[config.mk]
export PLATFORM = sky130hd
export DESIGN_NAME = vx_decode_sched_flat
export DESIGN_NICKNAME = d
export VERILOG_FILES = /design/src/rtl/vx_dsched_pkg.sv /design/src/rtl/VX_decode_if.sv /design/src/rtl/vx_dsched_fifo.sv /design/src/rtl/vx_decode_sched.sv /design/src/flat_wrapper.sv
export SDC_FILE = /design/constraint.sdc
export NUM_CORES = 1
export LEC_CHECK = 0
export ABC_AREA = 1
export CAP_MARGIN = 20
export CORE_MARGIN = 3
export CORE_UTILIZATION = 30
export DETAILED_ROUTE_END_ITERATION = 8
export GPL_ROUTABILITY_DRIVEN = 0
export PLACE_DENSITY = 0.44
export SETUP_SLACK_MARGIN = 0.15
export SLEW_MARGIN = 15
export SYNTH_ARGS = -nofsm -noshare
export SYNTH_HDL_FRONTEND = slang
export SYNTH_SLANG_ARGS = --single-unit
[constraint.sdc]
create_clock -name clk -period 9.2 [get_ports clk]
set_input_delay 1.84 -clock clk [delete_from_list [all_inputs] [get_ports clk]]
set_output_delay 1.84 -clock clk [all_outputs]
set_load 0.01 [all_outputs]
[src/rtl/vx_dsched_pkg.sv]
// Shared types and width helpers for the decode-to-issue scheduler.
// Optional feature macro used by the top: DSCHED_PERF_EN (perf counters).
`ifndef NUM_WARPS
`define NUM_WARPS 4
`endif

package vx_dsched_pkg;

  typedef struct packed {
    logic [43:0] uuid;
    logic [3:0]  tmask;
    logic [31:0] PC;
    logic [2:0]  ex_type;
    logic [3:0]  op_type;
    logic [2:0]  op_mod;
    logic        wb;
    logic        use_PC;
    logic        use_imm;
    logic [31:0] imm;
    logic [4:0]  rd;
    logic [4:0]  rs1;
    logic [4:0]  rs2;
    logic [4:0]  rs3;
  } dsched_entry_t;

  function automatic int ptr_w(input int depth);
    return (depth > 1) ? $clog2(depth) : 1;
  endfunction

  function automatic int cnt_w(input int depth);
    return $clog2(depth + 1);
  endfunction

endpackage

[src/rtl/VX_decode_if.sv]
// Decoded-instruction handshake: valid/ready, warp id and payload.
interface VX_decode_if
  import vx_dsched_pkg::*;
#(
  parameter int NUM_WARPS = `NUM_WARPS
) ();
  localparam int WID_W = ptr_w(NUM_WARPS);

  logic             valid;
  logic             ready;
  logic [WID_W-1:0] wid;
  dsched_entry_t    data;

  modport master (output valid, wid, data, input ready);
  modport slave  (input valid, wid, data, output ready);
endinterface

[src/rtl/vx_dsched_fifo.sv]
// Single-clock per-warp instruction FIFO; full/empty derived from the count register.
module vx_dsched_fifo
  import vx_dsched_pkg::*;
#(
  parameter  int DEPTH = 2,
  localparam int PTR_W = ptr_w(DEPTH),
  localparam int CNT_W = cnt_w(DEPTH)
) (
  input  logic             clk,
  input  logic             reset,
  input  logic             push,
  input  logic             pop,
  input  dsched_entry_t    din,
  output dsched_entry_t    head,
  output logic [CNT_W-1:0] count,
  output logic             full,
  output logic             empty
);
  logic [PTR_W-1:0] r_rd_ptr;
  logic [PTR_W-1:0] r_wr_ptr;
  logic [CNT_W-1:0] r_count;
  dsched_entry_t    r_mem [DEPTH];
  logic             w_do_push;
  logic             w_do_pop;

  // Full refuses a push even if the head pops in the same cycle.
  assign w_do_push = push & ~full;
  assign w_do_pop  = pop & ~empty;

  always_ff @(posedge clk) begin
    if (reset) begin
      r_rd_ptr <= '0;
      r_wr_ptr <= '0;
      r_count  <= '0;
    end else begin
      if (w_do_push) r_wr_ptr <= r_wr_ptr + PTR_W'(1);
      if (w_do_pop)  r_rd_ptr <= r_rd_ptr + PTR_W'(1);
      r_count <= r_count + CNT_W'(w_do_push) - CNT_W'(w_do_pop);
    end
  end

  always_ff @(posedge clk) begin
    if (w_do_push) r_mem[r_wr_ptr] <= din;
  end

  assign head  = r_mem[r_rd_ptr];
  assign count = r_count;
  assign full  = (r_count == CNT_W'(DEPTH));
  assign empty = (r_count == '0);

endmodule

[src/rtl/vx_decode_sched.sv]
// Per-warp instruction buffers with round-robin selection into a registered issue stage.
// Define DSCHED_PERF_EN to add saturating stall/idle cycle counters.
module vx_decode_sched
  import vx_dsched_pkg::*;
#(
  parameter  int NUM_WARPS  = `NUM_WARPS,
  parameter  int IBUF_DEPTH = 2,
  localparam int WID_W      = ptr_w(NUM_WARPS),
  localparam int FCNT_W     = cnt_w(IBUF_DEPTH),
  localparam int CNT_W      = $clog2(NUM_WARPS * IBUF_DEPTH + 1)
) (
  input  logic                 clk,
  input  logic                 reset,
  VX_decode_if.slave           decode_if,
  VX_decode_if.master          issue_if,
  input  logic [NUM_WARPS-1:0] stall_mask,
  output logic [NUM_WARPS-1:0] warp_empty,
  output logic [CNT_W-1:0]     pending_cnt
`ifdef DSCHED_PERF_EN
  ,
  output logic [63:0]          perf_stall_cycles,
  output logic [63:0]          perf_idle_cycles
`endif
);
  logic [NUM_WARPS-1:0]             w_full;
  logic [NUM_WARPS-1:0]             w_empty;
  logic [NUM_WARPS-1:0]             w_push;
  logic [NUM_WARPS-1:0]             w_pop;
  logic [NUM_WARPS-1:0]             w_elig;
  logic [NUM_WARPS-1:0][FCNT_W-1:0] w_count;
  dsched_entry_t                    w_head [NUM_WARPS];
  logic [(1<<WID_W)-1:0]            w_full_ext;
  logic                             w_load;
  logic                             w_grant_vld;
  logic [WID_W-1:0]                 w_grant;
  logic [CNT_W-1:0]                 w_pending;

  logic                             r_valid;
  logic [WID_W-1:0]                 r_wid;
  logic [WID_W-1:0]                 r_last;
  dsched_entry_t                    r_data;

  // Unused wid codes (non power-of-2 warp counts) read as full.
  always_comb begin
    w_full_ext = '1;
    w_full_ext[NUM_WARPS-1:0] = w_full;
  end

  assign decode_if.ready = ~w_full_ext[decode_if.wid];

  genvar w;
  generate
    for (w = 0; w < NUM_WARPS; w++) begin : g_warp
      assign w_push[w] = decode_if.valid & decode_if.ready & (decode_if.wid == WID_W'(w));
      assign w_pop[w]  = w_load & w_grant_vld & (w_grant == WID_W'(w));

      vx_dsched_fifo #(.DEPTH(IBUF_DEPTH)) u_fifo (
        .clk   (clk),
        .reset (reset),
        .push  (w_push[w]),
        .pop   (w_pop[w]),
        .din   (decode_if.data),
        .head  (w_head[w]),
        .count (w_count[w]),
        .full  (w_full[w]),
        .empty (w_empty[w])
      );
    end
  endgenerate

  assign w_elig = ~w_empty & ~stall_mask;
  assign w_load = ~r_valid | issue_if.ready;

  // Round-robin: scan starting one past the last grant, wrapping to warp 0.
  always_comb begin
    int idx;
    w_grant_vld = 1'b0;
    w_grant     = r_last;
    for (int i = 1; i <= NUM_WARPS; i++) begin
      idx = int'(r_last) + i;
      if (idx >= NUM_WARPS) idx = idx - NUM_WARPS;
      if (!w_grant_vld && w_elig[idx]) begin
        w_grant_vld = 1'b1;
        w_grant     = WID_W'(idx);
      end
    end
  end

  always_ff @(posedge clk) begin
    if (reset) begin
      r_valid <= 1'b0;
      r_wid   <= '0;
      r_data  <= '0;
      r_last  <= WID_W'(NUM_WARPS - 1);
    end else if (w_load) begin
      r_valid <= w_grant_vld;
      if (w_grant_vld) begin
        r_data <= w_head[w_grant];
        r_wid  <= w_grant;
        r_last <= w_grant;
      end
    end
  end

  assign issue_if.valid = r_valid;
  assign issue_if.wid   = r_wid;
  assign issue_if.data  = r_data;

  always_comb begin
    w_pending = '0;
    for (int i = 0; i < NUM_WARPS; i++) w_pending = w_pending + CNT_W'(w_count[i]);
  end

  assign pending_cnt = w_pending;
  assign warp_empty  = w_empty;

`ifdef DSCHED_PERF_EN
  logic [63:0] r_perf_stall;
  logic [63:0] r_perf_idle;
  logic        w_stall_cyc;
  logic        w_idle_cyc;

  // Idle: work is buffered but every non-empty warp is stalled.
  assign w_stall_cyc = r_valid & ~issue_if.ready;
  assign w_idle_cyc  = ~r_valid & ~|w_elig & |(~w_empty);

  always_ff @(posedge clk) begin
    if (reset) begin
      r_perf_stall <= '0;
      r_perf_idle  <= '0;
    end else begin
      if (w_stall_cyc && (r_perf_stall != '1)) r_perf_stall <= r_perf_stall + 64'd1;
      if (w_idle_cyc  && (r_perf_idle  != '1)) r_perf_idle  <= r_perf_idle  + 64'd1;
    end
  end

  assign perf_stall_cycles = r_perf_stall;
  assign perf_idle_cycles  = r_perf_idle;
`endif

endmodule
[src/flat_wrapper.sv]
// flat-port wrapper written by rule: the top's interface ports become plain ports
module vx_decode_sched_flat import vx_dsched_pkg::*;
#(
  parameter  int NUM_WARPS  = `NUM_WARPS,
  parameter  int IBUF_DEPTH = 2,
  localparam int WID_W      = ptr_w(NUM_WARPS),
  localparam int FCNT_W     = cnt_w(IBUF_DEPTH),
  localparam int CNT_W      = $clog2(NUM_WARPS * IBUF_DEPTH + 1)
)
  (clk, reset, stall_mask, warp_empty, pending_cnt, decode_if_valid, decode_if_wid, decode_if_data, decode_if_ready, issue_if_valid, issue_if_wid, issue_if_data, issue_if_ready);
  VX_decode_if #(.NUM_WARPS(NUM_WARPS)) decode_if_i ();
  VX_decode_if #(.NUM_WARPS(NUM_WARPS)) issue_if_i ();
  input  logic clk;
  input  logic reset;
  input  logic [NUM_WARPS-1:0] stall_mask;
  output logic [NUM_WARPS-1:0] warp_empty;
  output logic [CNT_W-1:0] pending_cnt;
  input wire logic [$bits(decode_if_i.valid)-1:0] decode_if_valid;
  input wire logic [$bits(decode_if_i.wid)-1:0] decode_if_wid;
  input wire logic [$bits(decode_if_i.data)-1:0] decode_if_data;
  output wire logic [$bits(decode_if_i.ready)-1:0] decode_if_ready;
  output wire logic [$bits(issue_if_i.valid)-1:0] issue_if_valid;
  output wire logic [$bits(issue_if_i.wid)-1:0] issue_if_wid;
  output wire logic [$bits(issue_if_i.data)-1:0] issue_if_data;
  input wire logic [$bits(issue_if_i.ready)-1:0] issue_if_ready;
  assign decode_if_i.valid = decode_if_valid;
  assign decode_if_i.wid = decode_if_wid;
  assign decode_if_i.data = decode_if_data;
  assign decode_if_ready = decode_if_i.ready;
  assign issue_if_valid = issue_if_i.valid;
  assign issue_if_wid = issue_if_i.wid;
  assign issue_if_data = issue_if_i.data;
  assign issue_if_i.ready = issue_if_ready;
  vx_decode_sched #(.NUM_WARPS(NUM_WARPS), .IBUF_DEPTH(IBUF_DEPTH)) u_core (.clk(clk), .reset(reset), .decode_if(decode_if_i), .issue_if(issue_if_i), .stall_mask(stall_mask), .warp_empty(warp_empty), .pending_cnt(pending_cnt));
endmodule
==> metrics.md <==
| Metric | Value |
|---|---|
| Final period util | 0.597 |
| Slew @ Worst Pin | 1.07 ns |
| Critical R2R Launch | u_core.r_last[0]$_SDFFE_PP1N_ |
| Core Region | 177,000 um^2 |
| Nets@finish | 4,092 |
| # DRC | 0 |
| Port Buffers | 311 |
| Clock sinks | roughly 1,300 |
| Vias | 31,753 |
| Pleak | around 0.021 uW |
| Global route overflow | 0 |
| Setup crit end | pending_cnt[2] |
| Post-CTS setup repair buffer count | 0 |
| DRT Wirelength | 160,000 um |
| Die area | 184,000 um^2 |
| Placed Area | roughly 59,000 um^2 |
| Vias in the first global route | approximately 33,000 |
| Post-detail-place hpwl | 78,600 um |
| Critical path class | reg -> out |
| Final worst clock skew | 0.0261 ns |
| Dominant cell type by area after synthesis | edfxtp_1 |
| VDD IR max | slightly above 0.9 mV |
| Initial DRC Count | 1,935 |
| Fin area | 64,000 um^2 |
| WL per Instance | 25.0 um |
| First-pass GRT wire length | 232,000 um |
| Rows | 154 |
| Die Width | 429 um |
| Drt pass-1 iters | 5 |
| Synth cell types | 36 |
| Clock slew at reported path FFs | 0.06 ns |
| Reg2reg end | u_core.issue_if.data[98]$_SDFFE_PP0N_ |
| Die Ht | between 400 and 500 um |
| Initial Utilization | 0.303 |
| Syn nets | 3,860 |
| # IOs | approximately 310 |
| Slowest CP cell | clkdlybuf4s50_1 |
| Hold_ws | 0.490 ns |
| CP required | 7.36 ns |
| H-Tree Depth | 4 |
| Final hold violation count | 0 |
| Yosys reg bits | 1,330 |
| Register-to-Register Setup Slack | around 5.3 ns |
| PwrDens | 353 nW/um^2 |
| Post-synthesis sequential area ratio | 0.712 |
| Final slew viol count | 0 |
| CTS Buf Count | roughly 150 |
| Initial antenna violation count | 21 |
| CP Capture Type | primary output |
| Mean Syn Cell Area | about 15 um^2 |
| Cells after Synth | 3,691 |
| Largest net degree at the start of global routing | around 150 |
| Slew HR | 0.286 |
| Most frequent CP cell | fa_1 |
| Proportion of netlist area held by the largest area contributor | 0.648 |
| Top post-synthesis cells by area | edfxtp_1 (65%), mux2_2 (12%), nand3_1 (8.3%) |
| Area Overhead vs Synth | 19.0% |
| Share of cells above drive strength 1 | 0.221 |
| Vias/cell | 4.96 |
| Async set-reset flop share out of synthesis | 0 |
| Maximum root-to-sink buffer count | 3 |
| CP Launch Point | u_core.g_warp[1].u_fifo.count[0]$_SDFF_PP0_ |
| Skew-Pair Late Insertion Delay | 0.79 ns |
| Post-synth EDFFs | 1,160 |
| Synthesized area | 53,700 um^2 |
| Synth warnings | 0 |
| Root Buffer | clkbuf_16 |
| Cts repair resizes | 0 |
| Worst hold path type | reg -> reg |
| R2R depth | 14 |
| Main synth FF type | edfxtp_1 |
| Gr usage total | 0.171 |
| Max-cap violation count | 0 |
| Max FO, Critical Path | 3 |
| Setup ws final | 3.71 ns |
| CP Launch Type | flip-flop |
| Outcome | complete, no violations |
| Slowest Stage Delay on Critical Path | about 0.54 ns |
| CTS tree | yes |
| Final setup violation count | 0 |
| DP Worst Slack | 3.70 ns |
| Worst-path cell chain | ha_1 > fa_1 > inv_1 > fa_1 > inv_1 > ha_1 > fa_1 > clkdlybuf4s50_1 |
| Most common cell in the netlist | edfxtp_1 |
| Arr. time, crit path | 3.65 ns |
| Post-synth top cells | edfxtp_1 (1,160), nand3_1 (894), mux2_2 (580) |
| RSZ-0062 raised after global routing | false |
| Sum Neg Setup Slack | 0 ns |
| Antenna Nets Post-Route | 0 |
| Post-cts hold buffer count | 0 |
| Period minus WS final | 5.49 ns |
| Max Freq | 182 MHz |
cell type report:
cell class | instances | area, um^2
antenna | 9 | 22.5
clock buffer | 209 | 4170
clock inverter | 73 | 719
fill | 16867 | 113000
inverter | 43 | 174
multi-input combinational | 2038 | 14000
sequential | 1330 | 38300
tap | 2340 | 2930
timing repair buffer | 358 | 3660
worst min-delay path by stage:
stage | start | to | slack, ns | cells past startpoint
4_1_cts | u_core.g_warp[3].u_fifo.r_rd_ptr$_SDFFE_PP0P_ | u_core.g_warp[3].u_fifo.r_rd_ptr$_SDFFE_PP0P_ | 0.49 | 2
2_1_floorplan | u_core.g_warp[2].u_fifo.count[1]$_SDFF_PP0_ | u_core.g_warp[2].u_fifo.count[1]$_SDFF_PP0_ | 0.44 | 1
5_1_grt | u_core.g_warp[3].u_fifo.r_rd_ptr$_SDFFE_PP0P_ | u_core.g_warp[3].u_fifo.r_rd_ptr$_SDFFE_PP0P_ | 0.51 | 2
6_report | u_core.g_warp[2].u_fifo.r_rd_ptr$_SDFFE_PP0P_ | flip-flop | 0.49 | 2
3_3_place_gp | u_core.g_warp[3].u_fifo.r_rd_ptr$_SDFFE_PP0P_ | u_core.g_warp[3].u_fifo.r_rd_ptr$_SDFFE_PP0P_ | 0.46 | 2
3_5_place_dp | u_core.g_warp[3].u_fifo.r_rd_ptr$_SDFFE_PP0P_ | u_core.g_warp[3].u_fifo.r_rd_ptr$_SDFFE_PP0P_ | 0.48 | 2
flip-flops by register name, summed over array words and instances, names as in the netlist, named ones only:
register                       cells
u_core.g_warp.u_fifo.count         8
u_core.g_warp.u_fifo.r_rd_ptr      4
u_core.issue_if.valid              1
u_core.issue_if.data             145
u_core.r_last                      2
u_core.g_warp.u_fifo.r_wr_ptr      4
u_core.issue_if.wid                2
u_core.g_warp.u_fifo.r_mem      1160
power breakdown:
part	switching, uW	total [uW]	internal, uW	leakage, uW
logic	5980	9140	3170	0.00711
clock network	2480	5920	3440	0.00237
registers	422	7490	7070	0.0119
total	8870	22600	13700	0.0214
logic make-up (layout without fill, tap and decap cells):
| kind of cell | Yosys count | after routing | share of synthesized area |
|---|---|---|---|
| AO/OA/AOI/OAI | 317 | 317 | 0.0304 |
| AND/OR/NAND/NOR | 1123 | 1123 | 0.102 |
| other | 0 | 9 | 0 |
| XOR/XNOR | 4 | 4 | 0.000652 |
| adder cells (fa/ha/maj) | 14 | 14 | 0.00382 |
| buffers and inverters | 323 | 683 | 0.0295 |
| flip-flops | 1330 | 1330 | 0.712 |
| multiplexers | 580 | 580 | 0.122 |
cells in the final DEF, fill, tap and decap left out, drive strengths merged, types with 3 or more instances in the layout:
cell type / Yosys / layout
edfxtp: 1160 / 1160
nand3: 901 / 901
mux2: 580 / 580
clkdlybuf4s50: 0 / 311
clkbuf: 86 / 209
nand2: 185 / 185
dfxtp: 170 / 170
a21oi: 159 / 159
o21ai: 154 / 154
clkinv: 1 / 58
buf: 194 / 47
inv: 42 / 45
nor2: 28 / 28
ha: 10 / 10
diode: 0 / 9
bufinv: 0 / 9
nand4: 5 / 5
xor2: 4 / 4
fa: 4 / 4
clkinvlp: 0 / 4
nor3: 3 / 3
worst max-delay path, delay by kind of cell (launching register included):
kind | cells | cell delay (ns)
adder cells (fa/ha/maj) | 5 | 1.88
flip-flops | 1 | 0.35
buffers and inverters | 3 | 0.63
layer usage:
layer | vias up | track usage | wire length (um)
met3 | 235 | 0.0294 | 5880
met1 | 16429 | 0.217 | 69300
li1 | 14470 | - | -
met5 | - | 0 | 72
met2 | 609 | 0.299 | 80700
met4 | 10 | 0.0461 | 3770
per-stage QoR:
step	cells	total power, uW	util
after floorplan	3691	13700	-
after global placement	6108	17000	0.333
after detailed placement	6109	17000	0.333
after CTS	6391	23000	0.361
after global routing	6395	24000	0.361
final	6400	22600	0.361
(Power assumes the default switching activity.)
